File: src/rtl/frame_pixel_streamer_if.sv
// Stream, frame-buffer and control signals of the raster-scan pixel source.
interface frame_pixel_streamer_if #(
    parameter int ADDR_WIDTH = 14
);
    logic                  start;
    logic                  busy;
    logic                  done;
    logic                  mem_rd_en;
    logic [ADDR_WIDTH-1:0] mem_addr;
    logic [7:0]            mem_rdata;
    logic [7:0]            pixel_out;
    logic                  pixel_valid;
    logic                  pixel_ready;
    logic                  sof;
    logic                  eol;
    logic                  eof;

    modport master (
        input  start, mem_rdata, pixel_ready,
        output busy, done, mem_rd_en, mem_addr, pixel_out, pixel_valid, sof, eol, eof
    );
    modport slave (
        output start, mem_rdata, pixel_ready,
        input  busy, done, mem_rd_en, mem_addr, pixel_out, pixel_valid, sof, eol, eof
    );
endinterface

File: src/rtl/frame_pixel_streamer.sv
// Reads one frame from a 1-cycle-latency RAM and streams it row-major on a
// valid/ready port with sof/eol/eof markers, through a credit-controlled 2-entry FIFO.
module frame_pixel_streamer #(
    parameter int ROW_WIDTH  = 100,
    parameter int NUM_ROWS   = 100,
    parameter int ADDR_WIDTH = $clog2(ROW_WIDTH*NUM_ROWS)
) (
    input  logic                  clk,
    input  logic                  reset,
    frame_pixel_streamer_if.master bus
);
    localparam logic [1:0] S_IDLE  = 2'd0;
    localparam logic [1:0] S_RUN   = 2'd1;
    localparam logic [1:0] S_DRAIN = 2'd2;
    localparam logic [1:0] S_DONE  = 2'd3;

    localparam int CW = $clog2(ROW_WIDTH);
    localparam int RW = $clog2(NUM_ROWS);
    localparam logic [ADDR_WIDTH-1:0] LAST_ADDR = ADDR_WIDTH'(ROW_WIDTH*NUM_ROWS-1);
    localparam logic [CW-1:0]         LAST_COL  = CW'(ROW_WIDTH-1);
    localparam logic [RW-1:0]         LAST_ROW  = RW'(NUM_ROWS-1);

    logic [1:0]            state;
    logic [CW-1:0]         col;
    logic [RW-1:0]         row;
    logic [ADDR_WIDTH-1:0] addr_cnt, addr_last;
    logic                  inflight;
    logic                  tag_sof, tag_eol, tag_eof;
    logic [10:0]           ent0, ent1, head;
    logic                  wr_ptr, rd_ptr;
    logic [1:0]            count;
    logic                  pop, rd_en, drained;

    assign head    = rd_ptr ? ent1 : ent0;
    assign pop     = (count != 2'd0) && bus.pixel_ready;
    // Issue only if the returning word is guaranteed a FIFO slot next cycle.
    assign rd_en   = (state == S_RUN) &&
                     (({1'b0, count} + {2'b0, inflight}) < (3'd2 + {2'b0, pop}));
    // FIFO becomes empty at this edge and nothing is still returning.
    assign drained = !inflight && ((count == 2'd0) || (count == 2'd1 && pop));

    assign bus.mem_rd_en   = rd_en;
    assign bus.mem_addr    = rd_en ? addr_cnt : addr_last;
    assign bus.busy        = (state != S_IDLE);
    assign bus.done        = (state == S_DONE);
    assign bus.pixel_valid = (count != 2'd0);
    assign bus.pixel_out   = head[7:0];
    assign bus.sof         = bus.pixel_valid & head[8];
    assign bus.eol         = bus.pixel_valid & head[9];
    assign bus.eof         = bus.pixel_valid & head[10];

    always_ff @(posedge clk) begin
        if (reset) begin
            state     <= S_IDLE;
            col       <= '0;
            row       <= '0;
            addr_cnt  <= '0;
            addr_last <= '0;
            inflight  <= 1'b0;
            tag_sof   <= 1'b0;
            tag_eol   <= 1'b0;
            tag_eof   <= 1'b0;
            ent0      <= '0;
            ent1      <= '0;
            wr_ptr    <= 1'b0;
            rd_ptr    <= 1'b0;
            count     <= '0;
        end else begin
            case (state)
                S_IDLE: if (bus.start) begin
                    state    <= S_RUN;
                    col      <= '0;
                    row      <= '0;
                    addr_cnt <= '0;
                end
                S_RUN:   if (rd_en && addr_cnt == LAST_ADDR) state <= S_DRAIN;
                S_DRAIN: if (drained) state <= S_DONE;
                default: state <= S_IDLE;
            endcase

            if (rd_en) begin
                addr_last <= addr_cnt;
                addr_cnt  <= addr_cnt + 1'b1;
                tag_sof   <= (row == '0) && (col == '0);
                tag_eol   <= (col == LAST_COL);
                tag_eof   <= (col == LAST_COL) && (row == LAST_ROW);
                if (col == LAST_COL) begin
                    col <= '0;
                    row <= row + 1'b1;
                end else begin
                    col <= col + 1'b1;
                end
            end
            inflight <= rd_en;

            // Tags ride alongside the read so they meet the data one cycle later.
            if (inflight) begin
                if (wr_ptr) ent1 <= {tag_eof, tag_eol, tag_sof, bus.mem_rdata};
                else        ent0 <= {tag_eof, tag_eol, tag_sof, bus.mem_rdata};
                wr_ptr <= ~wr_ptr;
            end
            if (pop) rd_ptr <= ~rd_ptr;
            count <= count + {1'b0, inflight} - {1'b0, pop};
        end
    end
endmodule

File: src/flat_wrapper.sv
// flat-port wrapper written by rule: the top's interface ports become plain ports
module frame_pixel_streamer_flat 
#(
    parameter int ROW_WIDTH  = 100,
    parameter int NUM_ROWS   = 100,
    parameter int ADDR_WIDTH = $clog2(ROW_WIDTH*NUM_ROWS)
)
  (clk, reset, bus_start, bus_mem_rdata, bus_pixel_ready, bus_busy, bus_done, bus_mem_rd_en, bus_mem_addr, bus_pixel_out, bus_pixel_valid, bus_sof, bus_eol, bus_eof);
  frame_pixel_streamer_if #(.ADDR_WIDTH(ADDR_WIDTH)) bus_i ();
  input  logic clk;
  input  logic reset;
  input wire logic [$bits(bus_i.start)-1:0] bus_start;
  input wire logic [$bits(bus_i.mem_rdata)-1:0] bus_mem_rdata;
  input wire logic [$bits(bus_i.pixel_ready)-1:0] bus_pixel_ready;
  output wire logic [$bits(bus_i.busy)-1:0] bus_busy;
  output wire logic [$bits(bus_i.done)-1:0] bus_done;
  output wire logic [$bits(bus_i.mem_rd_en)-1:0] bus_mem_rd_en;
  output wire logic [$bits(bus_i.mem_addr)-1:0] bus_mem_addr;
  output wire logic [$bits(bus_i.pixel_out)-1:0] bus_pixel_out;
  output wire logic [$bits(bus_i.pixel_valid)-1:0] bus_pixel_valid;
  output wire logic [$bits(bus_i.sof)-1:0] bus_sof;
  output wire logic [$bits(bus_i.eol)-1:0] bus_eol;
  output wire logic [$bits(bus_i.eof)-1:0] bus_eof;
  assign bus_i.start = bus_start;
  assign bus_i.mem_rdata = bus_mem_rdata;
  assign bus_i.pixel_ready = bus_pixel_ready;
  assign bus_busy = bus_i.busy;
  assign bus_done = bus_i.done;
  assign bus_mem_rd_en = bus_i.mem_rd_en;
  assign bus_mem_addr = bus_i.mem_addr;
  assign bus_pixel_out = bus_i.pixel_out;
  assign bus_pixel_valid = bus_i.pixel_valid;
  assign bus_sof = bus_i.sof;
  assign bus_eol = bus_i.eol;
  assign bus_eof = bus_i.eof;
  frame_pixel_streamer #(.ROW_WIDTH(ROW_WIDTH), .NUM_ROWS(NUM_ROWS), .ADDR_WIDTH(ADDR_WIDTH)) u_core (.clk(clk), .reset(reset), .bus(bus_i));
endmodule
File: config.mk
export PLATFORM = sky130hd
export DESIGN_NAME = frame_pixel_streamer_flat
export DESIGN_NICKNAME = d
export VERILOG_FILES = /design/src/rtl/frame_pixel_streamer_if.sv /design/src/rtl/frame_pixel_streamer.sv /design/src/flat_wrapper.sv
export SDC_FILE = /design/constraint.sdc
export NUM_CORES = 1
export LEC_CHECK = 0
export BUFFER_PORTS_ARGS = -buffer_cell sky130_fd_sc_hd__buf_2
export CAP_MARGIN = 20
export CORE_ASPECT_RATIO = 1.4
export CORE_MARGIN = 2
export CORE_UTILIZATION = 25
export CTS_CLUSTER_SIZE = 28
export DETAILED_ROUTE_END_ITERATION = 16
export GPL_TIMING_DRIVEN = 0
export SLEW_MARGIN = 20
export SYNTH_ARGS = -nofsm -noshare
export SYNTH_HDL_FRONTEND = slang
export SYNTH_SLANG_ARGS = --single-unit
File: constraint.sdc
create_clock -name clk -period 3.5 [get_ports clk]
set_input_delay 0.35 -clock clk [delete_from_list [all_inputs] [get_ports clk]]
set_output_delay 0.35 -clock clk [all_outputs]
set_load 0.005 [all_outputs]
==> After elaboration in Yosys (flattened, before gate mapping) <==
Index checks and enable logic that the tools add are counted.
Widths: inputs -> output; s select.
{ "classes": {"add_sub_neg": 7, "mul": 0, "div_mod_pow": 0, "magnitude_cmp": 1, "n_eq_ne": 10, "n_shift": 0, "muxes": 17, "n_bitwise": 5, "n_reduce_logical": 21} }
{ "op_table": {"columns": ["operator", "count"], "rows": [
  ["$mux 14", 4],
  ["$mux 7", 8],
  ["$add 14x1->14 const B", 1],
  ["$add 7x1->7 const B", 2],
  ["$eq 14x14->1 const B", 1],
  ["$eq 7x7->1 const B", 2],
  ["$logic_not 7->1", 2],
  ["$mux 11", 1],
  ["$reduce_bool 2->1", 4],
  ["$logic_and 1x1->1", 7],
  ["$mux 2", 3],
  ["$pmux 2 s3", 1],
  ["$reduce_and 2->1", 3],
  ["$eq 2x1->1 const B", 2],
  ["$eq 2x2->1 const B", 2],
  ["$logic_not 2->1", 2],
  ["$ne 2x2->1 const B", 2],
  ["$add 2x1->3", 1],
  ["$add 2x1->3 const A", 1],
  ["$and 1x1->1", 3],
  ["$lt 3x3->1", 1],
  ["$reduce_and 3->1", 1],
  ["$add 2x1->2", 1],
  ["$ne 2x1->1 const B", 1],
  ["4 further kinds", 5]
]} }
{ "totals": {"reg_bits": 74, "latchBits": 0, "ramBits": 0, "rom_bits": 0, "in_bits": 12, "out_inout_bits": 29, "word_cells": 75, "mem_count": 0} }

==> Longest topological paths before layout <==
{ "logic_depth": {"ltp_word": 8, "depth_mapped": 8, "depth_no_buf": 8} }

==> Worst setup path after synthesis <==
No wires, ideal clock.
{ "synth_path": {"path_kind": "flip-flop to output port", "from": "reg u_core.count[0]", "to": "out bus_mem_addr[11]", "arrival_ns": 1.684, "t_required_ns": 3.150, "slack_ns": 1.466, "stages_incl_launch_ff": 7, "path_buffers": 1, "cell_sequence": "dfxtp_1 ha_1 ha_1 o21ai_1 nand2_1 buf_2 mux2_2"} }
{ "synth_via": {"elab_chain_cells": 6, "word_cells_on_any_way": 7, "classes_between": "add/sub: 2; order compare: 1; mux: 1; reduce/logical: 3"} }
{ "synth_rtl": {"columns": ["item", "line", "text"], "rows": [
  ["from (decl)", "frame_pixel_streamer.sv:31", "logic [1:0] count;"],
  ["from (signal assigned)", "frame_pixel_streamer.sv:103", "count <= count + {1'b0, inflight} - {1'b0, pop};"],
  ["$reduce_bool 2->1", "frame_pixel_streamer.sv:35", "assign pop = (count != 2'd0) && bus.pixel_ready;"],
  ["$logic_and 1x1->1", "frame_pixel_streamer.sv:35", null],
  ["$add 2x1->3", "frame_pixel_streamer.sv:38", "(({1'b0, count} + {2'b0, inflight}) < (3'd2 + {2'b0, pop}));"],
  ["$lt 3x3->1 *", "frame_pixel_streamer.sv:38", null],
  ["$logic_and 1x1->1 *", "frame_pixel_streamer.sv:37", "assign rd_en = (state == S_RUN) &&"],
  ["$mux 14 *", "frame_pixel_streamer.sv:43", "assign bus.mem_addr = rd_en ? addr_cnt : addr_last;"],
  ["to (decl)", "flat_wrapper.sv:18", "output wire logic [$bits(bus_i.mem_addr)-1:0] bus_mem_addr;"]
]} }
Mark *: on every way between the ends. The rest lies on a longest branch, timed or not.

==> Worst setup path in the final report <==
{ "layout_path": {"from": "reg u_core.inflight", "to": "out bus_mem_rd_en"} }
{ "layout_via": {"elab_chain_cells": 3} }
{ "layout_rtl": {"columns": ["item", "line", "text"], "rows": [
  ["from (decl)", "frame_pixel_streamer.sv:27", "logic inflight;"],
  ["from (signal assigned)", "frame_pixel_streamer.sv:94", "inflight <= rd_en;"],
  ["$add 2x1->3", "frame_pixel_streamer.sv:38", null],
  ["$lt 3x3->1", "frame_pixel_streamer.sv:38", null],
  ["$logic_and 1x1->1", "frame_pixel_streamer.sv:37", null],
  ["to (decl)", "flat_wrapper.sv:17", "output wire logic [$bits(bus_i.mem_rd_en)-1:0] bus_mem_rd_en;"]
]} }
Every way passes these cells.

==> results.md <==
- Status: finished clean
- First-pass GRT wire length: 15100 um
- P_leak: 1.63 nW
- I/O pins: 41
- Worst-path maximum fanout: 10
- Internal power: 1.79 mW
- Root Buffer: clkbuf_16
- RePlAce Congestion: 0.834
- Initial antenna violation count: 0
- Worst Setup End Kind: primary output
- Die area: 0.0150 mm2
- Clock network fraction of total power: 0.377
- Worst Slack Setup Final: 644 ps
- DRT Pass-1 Iters: 5
- Setup bufs post-CTS: 0
- Vias in the first global route: 3064
- Worst R2R Setup Slack: 1070 ps
- Synthesized flop and latch total: 74
- Worst skew pair latency: 330 ps
- Drt wl/cell: 14.0 um
- Gr ovfl total: 0
- TNS Setup: 0 ps
- Initial core utilization: 0.254
- Synth Warn #: 0
- Async SR Flop Fraction: 0
- Share of layout cells above drive strength 1: 0.167
- Post-synthesis sequential area ratio: 0.424
- Worst Tran Pin Value: 920 ps
- Worst R2R Start: u_core.inflight
- Worst EP required: 3150 ps
- Data arrival, critical path: 2510 ps
- CTS tree: done
- Pin count of the biggest net entering global routing: 14
- Fillcell total: 1457
- Vias: 3158
- Sw Share: 0.329
- Dpl ws: 1020 ps
- Post-DR vias/cell: 4.81
- Avg Synthesized Cell Area: 8.39 um2
- DP Area: 0.00392 mm2
- Rel. slew slack: 0.382
- Crit Path Category: flip-flop to primary output
- DP Wirelength: 6570 um
- H-tree Lvls: 3
- RSZ-0062 raised after global routing: no
- Ratio of final minimum period to clock period: 0.816
- Yosys cell types: 41
- CTS sink cnt: 74
- Ys flop type: dfxtp_1
- Worst Setup Start Kind: flip-flop
- Fin nets: 492
- Slew Limit Fails: 0
- Combinational share of power: 0.262
- Synthesized Nets: 442
- Core area: 0.0138 mm2
- Final Hold Viols: 0
- Power Density: 627 mW/mm2
- F_max: 350 MHz
- Cell Rows: 51
- Fin area: 0.00425 mm2
- Psw: 0.877 mW
- Clock-pin slew on the worst setup and hold paths: 60 ps
- Setup crit end: bus_mem_rd_en
- Final setup vio count: 0
- Antenna-violating nets left: 0
- Skew final: 5.92 ps
- Cts repair resizes: 0
- FF/Latch Area: 0.00148 mm2
- Worst Hold Class: input port to flip-flop
- CTS Buf Count: 9
- Minimum clock period: 2860 ps
- Depth of the worst register-to-register path: 7
- Drt first-iter violations: 208
- Maximum vdd drop: 288 uV
- Ant. Diodes: 0
- GRT Total Usage: 0.127
- IO buf count: 39
- Max-Cap Viols: 0
- CTS Buffer Depth: 2
- R2r endpoint: u_core.row[4]
- Area grow syn2layout: 21.6%
- Horiz. Die Dim: 104 um
- Final WL: 9170 um
- Post-Syn Area: 0.00350 mm2
- Flop pwr share: 0.361
- Footprint of the multi-input gates: 0.00187 mm2
- # DRC: 0
- Cell count after synthesis: 417
- Hold_buf cts: 0
- Worst hold margin: 262 ps
- Post-synth EDFFs: 0
- Die Y: 144 um
- Start point of the critical path: u_core.inflight
logic make-up (layout without fill, tap and decap cells):
family | after synthesis | after routing | share of synthesized area
buffers and inverters | 39 | 94 | 0.0422
adder cells (fa/ha/maj) | 13 | 13 | 0.0465
multiplexers | 24 | 24 | 0.0755
AO/OA/AOI/OAI | 87 | 87 | 0.147
AND/OR/NAND/NOR | 177 | 177 | 0.258
flip-flops | 74 | 74 | 0.424
XOR/XNOR | 3 | 3 | 0.00751
layout by cell type (no fill, tap or decap), types with 3 or more instances in the layout:
| cell type | n |
|---|---|
| nor2_1 | 19 |
| nor2b_1 | 16 |
| clkbuf_16 | 9 |
| nand3_1 | 19 |
| a311oi_1 | 5 |
| buf_2 | 40 |
| mux2_2 | 19 |
| nor3_1 | 20 |
| nand4b_1 | 4 |
| dfxtp_1 | 74 |
| clkbuf_1 | 19 |
| and3_1 | 5 |
| o21ai_0 | 17 |
| or4_1 | 3 |
| o211a_1 | 3 |
| a211oi_1 | 3 |
| mux2i_1 | 5 |
| nand3b_1 | 10 |
| nand4_1 | 4 |
| nand2_1 | 61 |
| ha_1 | 13 |
| inv_1 | 17 |
| nor4_1 | 5 |
| a21oi_1 | 49 |
worst max-delay path: stages (launching register included):
cell,delay [ps]
dfxtp_1,360
ha_1,200
ha_1,230
nor2b_1,240
nand2_1,260
inv_1,150
clkbuf_1,490
buf_2,230
synth_stat cells, drive strengths merged (2+ instances only):
cell type   n  area, um2
nand3b     10       75.1
and3        6       38.8
or3         2       12.5
mux2       19        214
dfxtp      74       1480
xor2        2       17.5
ha         13        163
a311oi      5       43.8
mux2i       5       50.1
nand4b      4       35.0
nand3      19       95.1
a31oi       2       12.5
o21ai      19       95.1
o311ai      2       17.5
a211oi      3       22.5
a21oi      49        245
nor2b      16        100
nor4        5       31.3
or4         4       33.8
nor2       19       71.3
nor3       20        100
clkbuf     19       71.3
nand2      61        229
nand2b      2       12.5
and2        2       12.5
o211a       3       30.0
inv        17       63.8
buf         3       12.5
nand4       4       25.0
area by class of cell:
cell class / instances / area share
multi-input combinational: 304 / 0.439
sequential: 74 / 0.348
clock buffer: 10 / 0.0562
tap: 185 / 0.0544
timing repair buffer: 39 / 0.0459
clock inverter: 6 / 0.0212
buffer: 22 / 0.0197
inverter: 17 / 0.0150
flip-flops by register name, indices dropped and copies added, names as in the netlist:
register / flops
u_core.row: 7
u_core.col: 7
u_core.ent0: 11
u_core.rd_ptr: 1
u_core.tag_eof: 1
u_core.addr_cnt: 14
u_core.wr_ptr: 1
u_core.addr_last: 14
u_core.tag_eol: 1
u_core.ent1: 11
u_core.inflight: 1
u_core.state: 2
u_core.count: 2
u_core.tag_sof: 1
worst min-delay path by stage:
stage	startpoint	end	cells after the start
3_5_place_dp	u_core.ent0[10]	u_core.ent0[10]	2
2_1_floorplan	u_core.ent1[0]	u_core.ent1[0]	2
3_3_place_gp	u_core.ent1[3]	u_core.ent1[3]	2
6_report	bus_mem_rdata[5]	u_core.ent1[5]	3
5_1_grt	bus_mem_rdata[5]	u_core.ent1[5]	3
4_1_cts	bus_mem_rdata[5]	u_core.ent1[5]	3
power by group through the flow:
stage                     Sequential, mW  Clock (mW)  Combinational (mW)
final                              0.963        1.00               0.698
after global routing               0.973        1.05               0.778
after CTS                          0.963        1.02               0.703
after floorplan                    0.965           0               0.482
after detailed placement           0.981           0               0.698
after global placement             0.975           0               0.688
layer usage:
layer / track usage / wire length (um) / vias to the layer above
met4: 0.0597 / 190 / 0
met1: 0.139 / 3890 / 1475
met5: 0 / 0 / -
met2: 0.232 / 4680 / 99
li1: - / - / 1569
met3: 0.0286 / 407 / 15
metrics by stage:
| stage | cells | util | power [mW] |
|---|---|---|---|
| after global placement | 641 | 0.285 | 1.66 |
| after detailed placement | 641 | 0.285 | 1.68 |
| after floorplan | 417 | - | 1.45 |
| final | 657 | 0.309 | 2.67 |
| after CTS | 657 | 0.309 | 2.69 |
| after global routing | 657 | 0.309 | 2.80 |
Power figures use the tool's default switching activity.
